### src/rtl/ahb_pkg.sv
// Shared AHB-Lite encodings, master FSM states and the command legality check.
package ahb_pkg;

  localparam logic [1:0] HTRANS_IDLE   = 2'b00;
  localparam logic [1:0] HTRANS_NONSEQ = 2'b10;

  localparam logic [2:0] HSIZE_BYTE = 3'd0;
  localparam logic [2:0] HSIZE_HALF = 3'd1;
  localparam logic [2:0] HSIZE_WORD = 3'd2;

  localparam logic [1:0] HRESP_OKAY  = 2'b00;
  localparam logic [1:0] HRESP_ERROR = 2'b01;

  localparam logic [2:0] HBURST_SINGLE = 3'b000;

  typedef enum logic [1:0] {
    ST_IDLE,
    ST_ADDR,
    ST_DATA,
    ST_RESP
  } ahb_state_t;

  // Only byte/half/word sizes are supported, and the address must be naturally aligned.
  function automatic logic cmd_legal(input logic [2:0] size, input logic [1:0] addr_lo);
    case (size)
      HSIZE_BYTE: cmd_legal = 1'b1;
      HSIZE_HALF: cmd_legal = ~addr_lo[0];
      HSIZE_WORD: cmd_legal = (addr_lo == 2'b00);
      default:    cmd_legal = 1'b0;
    endcase
  endfunction

endpackage

### src/rtl/ahb_lane_align.sv
// Byte-lane placement for AHB data: write replication and read extraction with zero-extension.
module ahb_lane_align
  import ahb_pkg::*;
(
  input  logic [2:0]  size,
  input  logic [1:0]  addr_lo,
  input  logic [31:0] wdata,
  output logic [31:0] wdata_lanes,
  input  logic [31:0] rdata_bus,
  output logic [31:0] rdata_ext
);

  always_comb begin
    wdata_lanes = wdata;
    rdata_ext   = rdata_bus;
    case (size)
      HSIZE_BYTE: begin
        wdata_lanes = {4{wdata[7:0]}};
        rdata_ext   = {24'h000000, rdata_bus[{addr_lo, 3'b000} +: 8]};
      end
      HSIZE_HALF: begin
        wdata_lanes = {2{wdata[15:0]}};
        rdata_ext   = addr_lo[1] ? {16'h0000, rdata_bus[31:16]}
                                 : {16'h0000, rdata_bus[15:0]};
      end
      default: begin
        wdata_lanes = wdata;
        rdata_ext   = rdata_bus;
      end
    endcase
  end

endmodule

### src/rtl/ahb_lite_single_master.sv
// AHB-Lite initiator issuing one single (non-burst) transfer per accepted command.
module ahb_lite_single_master
  import ahb_pkg::*;
#(
  parameter int unsigned TIMEOUT_CYCLES = 256,
  parameter logic [3:0]  HPROT_VAL      = 4'b0011
) (
  input  logic        AHB_HCLK,
  input  logic        AHB_HRESETn,
  input  logic        cmd_valid,
  output logic        cmd_ready,
  input  logic        cmd_write,
  input  logic [31:0] cmd_addr,
  input  logic [2:0]  cmd_size,
  input  logic [31:0] cmd_wdata,
  output logic        rsp_valid,
  output logic [31:0] rsp_rdata,
  output logic        rsp_error,
  output logic        rsp_timeout,
  output logic [31:0] AHB_HADDR,
  output logic [1:0]  AHB_HTRANS,
  output logic        AHB_HWRITE,
  output logic [2:0]  AHB_HSIZE,
  output logic [2:0]  AHB_HBURST,
  output logic [3:0]  AHB_HPROT,
  output logic        AHB_HMASTLOCK,
  output logic [31:0] AHB_HWDATA,
  input  logic [31:0] AHB_HRDATA,
  input  logic        AHB_HREADY,
  input  logic [1:0]  AHB_HRESP
);

  localparam int unsigned WCNT_W = (TIMEOUT_CYCLES > 0) ? $clog2(TIMEOUT_CYCLES + 1) : 1;

  ahb_state_t        state, state_nxt;
  logic              lat_write;
  logic [31:0]       lat_addr;
  logic [2:0]        lat_size;
  logic [31:0]       lat_wdata;
  logic [WCNT_W-1:0] wait_cnt, wait_nxt;
  logic              accept, cmd_ok, timeout_hit;
  logic              data_done, data_err, data_tmo;
  logic [31:0]       rdata_ext;

  assign accept      = (state == ST_IDLE) && cmd_valid;
  assign cmd_ok      = cmd_legal(cmd_size, cmd_addr[1:0]);
  assign wait_nxt    = wait_cnt + WCNT_W'(1);
  assign timeout_hit = (TIMEOUT_CYCLES != 0) && (wait_nxt == WCNT_W'(TIMEOUT_CYCLES));

  ahb_lane_align u_lane_align (
    .size        (lat_size),
    .addr_lo     (lat_addr[1:0]),
    .wdata       (lat_wdata),
    .wdata_lanes (AHB_HWDATA),
    .rdata_bus   (AHB_HRDATA),
    .rdata_ext   (rdata_ext)
  );

  always_ff @(posedge AHB_HCLK or negedge AHB_HRESETn) begin
    if (!AHB_HRESETn) state <= ST_IDLE;
    else              state <= state_nxt;
  end

  always_comb begin
    state_nxt = state;
    data_done = 1'b0;
    data_err  = 1'b0;
    data_tmo  = 1'b0;
    unique case (state)
      ST_IDLE: if (cmd_valid) state_nxt = cmd_ok ? ST_ADDR : ST_RESP;
      ST_ADDR: if (AHB_HREADY) state_nxt = ST_DATA;
      ST_DATA: begin
        // ERROR's first cycle has HREADY low, so it just counts as a wait state.
        if (AHB_HREADY) begin
          state_nxt = ST_RESP;
          data_done = 1'b1;
          data_err  = (AHB_HRESP != HRESP_OKAY);
        end else if (timeout_hit) begin
          state_nxt = ST_RESP;
          data_tmo  = 1'b1;
        end
      end
      ST_RESP: state_nxt = ST_IDLE;
      default: state_nxt = ST_IDLE;
    endcase
  end

  always_ff @(posedge AHB_HCLK or negedge AHB_HRESETn) begin
    if (!AHB_HRESETn) begin
      lat_write   <= 1'b0;
      lat_addr    <= '0;
      lat_size    <= '0;
      lat_wdata   <= '0;
      wait_cnt    <= '0;
      rsp_rdata   <= '0;
      rsp_error   <= 1'b0;
      rsp_timeout <= 1'b0;
    end else begin
      if (accept) begin
        lat_write <= cmd_write;
        lat_addr  <= cmd_addr;
        lat_size  <= cmd_size;
        lat_wdata <= cmd_wdata;
        wait_cnt  <= '0;
        if (!cmd_ok) begin
          rsp_rdata   <= '0;
          rsp_error   <= 1'b1;
          rsp_timeout <= 1'b0;
        end
      end
      if ((state == ST_DATA) && !AHB_HREADY && (TIMEOUT_CYCLES != 0)) wait_cnt <= wait_nxt;
      if (data_done) begin
        rsp_rdata   <= (data_err || lat_write) ? '0 : rdata_ext;
        rsp_error   <= data_err;
        rsp_timeout <= 1'b0;
      end
      if (data_tmo) begin
        rsp_rdata   <= '0;
        rsp_error   <= 1'b1;
        rsp_timeout <= 1'b1;
      end
    end
  end

  assign cmd_ready     = (state == ST_IDLE);
  assign rsp_valid     = (state == ST_RESP);
  assign AHB_HTRANS    = (state == ST_ADDR) ? HTRANS_NONSEQ : HTRANS_IDLE;
  assign AHB_HADDR     = lat_addr;
  assign AHB_HWRITE    = lat_write;
  assign AHB_HSIZE     = lat_size;
  assign AHB_HBURST    = HBURST_SINGLE;
  assign AHB_HPROT     = HPROT_VAL;
  assign AHB_HMASTLOCK = 1'b0;

endmodule
### config.mk
export PLATFORM = sky130hd
export DESIGN_NAME = ahb_lite_single_master
export DESIGN_NICKNAME = d
export VERILOG_FILES = /design/src/rtl/ahb_pkg.sv /design/src/rtl/ahb_lane_align.sv /design/src/rtl/ahb_lite_single_master.sv
export SDC_FILE = /design/constraint.sdc
export NUM_CORES = 1
export LEC_CHECK = 0
export CAP_MARGIN = 40
export CORE_MARGIN = 4
export CORE_UTILIZATION = 58
export DETAILED_ROUTE_END_ITERATION = 12
export DONT_BUFFER_PORTS = 1
export PLACE_DENSITY = 0.82
export SYNTH_ARGS = -nofsm -noshare
export SYNTH_HDL_FRONTEND = slang
export SYNTH_HIERARCHICAL = 1
export SYNTH_SLANG_ARGS = --single-unit
### constraint.sdc
create_clock -name AHB_HCLK -period 1.73 [get_ports AHB_HCLK]
set_input_delay 0.4325 -clock AHB_HCLK [delete_from_list [all_inputs] [get_ports AHB_HCLK]]
set_output_delay 0.4325 -clock AHB_HCLK [all_outputs]
set_load 0.005 [all_outputs]
==> impl_metrics.py <==
metrics = {
    "floorplan": {
        "die_w_um": 111.0,
        "io_pins": 220,
        "die_area_um2": 12320,
        "dieHeight_um": 111.0,
        "rows": 37,
        "core_um2": 10320,
        "initial_core_util_pct": 59.58,
    },
    "routing": {
        "via_count": 5191,
        "drtIter0Drc": 580,
        "drt-total-wl_um": 20330,
        "final_antenna_net_count": 0,
        "drc_errors": 0,
        "first_pass_iters": 5,
        "via_per_inst": 6.940,
        "wl_per_cell_um": 27.17,
    },
    "yosys": {
        "syn-cell-area_um2": 6151,
        "synthFlopType": "dfrtp_1",
        "ys_warn_count": 6,
        "synth_edf_count": 0,
        "ys_ff_latch": 113,
        "synthArstFlopShare_pct": 100.0,
        "synth-seq-area-share_pct": 45.97,
        "synthCells": 574,
        "yosysUniqueCellTypes": 56,
        "avgSynthCellArea_um2": 10.72,
    },
    "setup_path": {
        "crit_fanout": 9,
        "path_cells": "or3_4 -> mux2_4",
        "start_kind": "flop",
        "crit_path_top_delay_cell": "or3_4",
        "crit_arrival_ns": 1.78,
        "r2r_slack_ns": -0.17,
        "critPathMaxStageDelay_ns": 0.52,
        "cp-end-kind": "output pin",
        "required_ns": 1.30,
        "path_class": "reg2out",
    },
    "clock_network": {
        "clkTransAtPathRegs_ns": 0.06,
        "cts.sinks": 113,
        "cts_tree": "yes",
        "cts-htree-levels": 4,
        "cts_hold_buf": 1,
        "clk_latency_ns": 0.51,
        "cts_root_buf": "clkbuf_8",
        "cts_made_buffers": 17,
        "clock_path_buffers": 2,
    },
    "finish": {
        "drive_above_1_share_pct": 49.02,
        "multiInputGateArea_um2": 3600,
        "utilization_pct": 77.61,
        "layout-area-overhead-vs-synth_pct": 30.27,
        "design_area_um2": 8013,
        "num-fill-cells": 557,
        "ff_latch_area_um2": 2836,
        "insertedDiodeCount": 0,
        "final_cells": 748,
        "nNetsFinal": 710,
    },
    "sta": {
        "fin_crit_sh_pct": 127.9,
        "min_period_ns": 2.214,
        "slew_violations": 0,
        "setup_slack_ns": -0.4835,
        "fin_skew_ns": 0.01099,
        "setup-tns-final_ns": -13.95,
        "hold_slack_ns": -0.3901,
        "rsz0062_at_grt": "yes",
        "setup_viol": 59,
        "final-hold-violation-count": 113,
        "fmax_mhz": 451.8,
    },
    "pwr": {
        "power_leakage_nw": 3.335,
        "power_density_nw_per_um2": 2068,
        "irDropWorstVdd_mv": 1.144,
        "power_mw": 16.57,
    },
    "grt": {
        "grt_pass1_vias": 5122,
        "overflow": 0,
        "grt_pass1_wl_um": 29410,
        "grt_max_degree": 114,
        "antenna_found_initial": 0,
        "track_usage_pct": 30.22,
    },
    "placement": {
        "placedCellCount": 686,
        "hpwl_um": 11700,
        "post-place-ws_ns": -0.05376,
        "io_buffers": 0,
        "place.gp.congestion": 0.9390,
        "placed_area_um2": 6376,
    },
    "run_status": {
        "status": "complete, but fails checks",
        "violations": "hold timing, setup timing",
    },
    "job": {
        "drv_cap": 0,
    },
    "hold_path": {
        "worst_hold_path_type": "in2async",
    },
}
synth_stat cells, types with 3 or more instances:
cell,n,area (um2)
dfrtp_1,113,2828
mux2_2,68,765.7
nand2_1,47,176.4
nand3b_1,33,247.7
o21ai_1,33,165.2
a32oi_1,32,280.3
o21ai_0,27,135.1
clkbuf_1,24,90.09
buf_4,23,172.7
and2_1,17,106.4
mux2i_1,15,150.1
buf_2,14,70.07
nor2_1,14,52.55
a21oi_1,12,60.06
nor2b_1,10,62.56
a31oi_1,8,50.05
mux2_4,8,120.1
a221o_1,7,70.07
a211oi_1,5,37.54
ha_1,5,62.56
inv_1,5,18.77
nand3_1,5,25.02
o21a_1,3,22.52
critical path, delay by kind of cell, from the launching register on:
family           cells  cell delay [ns]
muxes                1             0.35
DFF                  1             0.39
and+or+nand+nor      1             0.52
registers in the layout, summed over array words and instances, names as in the netlist:
register	flops
AHB_HWRITE	1
rsp_timeout	1
lat_wdata	32
AHB_HSIZE	3
state	2
rsp_rdata	32
AHB_HADDR	32
wait_cnt	9
rsp_error	1
final cells by class:
class | count | share of cell area (%)
clock inverters | 15 | 1.874
inverters | 6 | 0.2811
well taps | 136 | 2.124
repair buffers | 63 | 10.23
clock buffers | 17 | 5.169
multi-input cells | 398 | 44.93
flip-flops and latches | 113 | 35.40
routing by layer:
metal  share of wire, %  up-vias  GRT usage, %  wire length [um]
met4                3.6        0         11.08               723
met3                 12       78         11.30              2464
met2                 50      403         50.08             10240
met5                  0        -             0                 0
met1                 34     2562         35.98              6897
li1                   -     2148             -                 -
cells by family after synthesis:
kind of cell               Yosys count  synth area share [%]
muxes                               91                 16.84
AOI/OAI and AO/OA                  150                 16.82
adders and majority gates            5                 1.017
xor gates and xnor gates             2                0.2848
DFF                                113                 45.97
buffers and inverters               70                 6.347
other                                2                0.1221
and+or+nand+nor                    141                 12.59
cell usage in the layout (no fill, tap or decap), types with 3 or more instances in the layout:
cell type   instances
nor2_1             12
buf_4              32
nand2_4            21
o21ai_0             9
inv_6               6
clkinvlp_4          3
conb_1              9
ha_4                3
o21ai_2            21
buf_12             12
mux2i_2             3
a221o_1             7
a32oi_2             8
mux2_4              8
mux2i_1            12
dfrtp_1           106
buf_16              5
a32oi_1            24
o21a_1              3
clkbuf_16          19
nand2_2            12
a31oi_1             8
o21ai_1            21
nor2b_1             9
buf_6               9
a21oi_1            11
inv_1               3
a211oi_1            3
dfrtp_2             7
nand3_1             3
nand2_1            14
o21ai_4            10
mux2_2             68
a211oi_2            4
and2_4             16
nand3b_1           33
worst paths after layout:
check,start,to,cells after the start
max,AHB_HSIZE[0]$_DFFE_PN0P_,AHB_HWDATA[8],2
max in group asynchronous,AHB_HRESETn,lat_wdata[27]$_DFFE_PN0P_,0
min,AHB_HRESETn,rsp_rdata[25]$_DFFE_PN0P_,0
min in group AHB_HCLK,cmd_wdata[10],lat_wdata[10]$_DFFE_PN0P_,1
min reg2reg,lat_wdata[30]$_DFFE_PN0P_,lat_wdata[30]$_DFFE_PN0P_,1
max reg2reg,wait_cnt[1]$_DFFE_PN0P_,rsp_rdata[19]$_DFFE_PN0P_,7
power by group:
| part | internal (mW) | switching [mW] | leakage (nW) |
|---|---|---|---|
| Sequential | 3.93 | 1.48 | 1.35 |
| Combinational | 4.06 | 3.74 | 1.71 |
| Clock | 1.95 | 1.42 | 0.270 |
| Total | 9.93 | 6.64 | 3.33 |
what timing repair did:
action,in CTS,in global routing
gates cloned,5,4
buffers inserted,12,11
hold endpoints to repair,114,113
pin swaps,64,35
resized for setup,123,78
setup endpoints to repair,66,121
No activity file was read; power rests on OpenSTA's default activity.
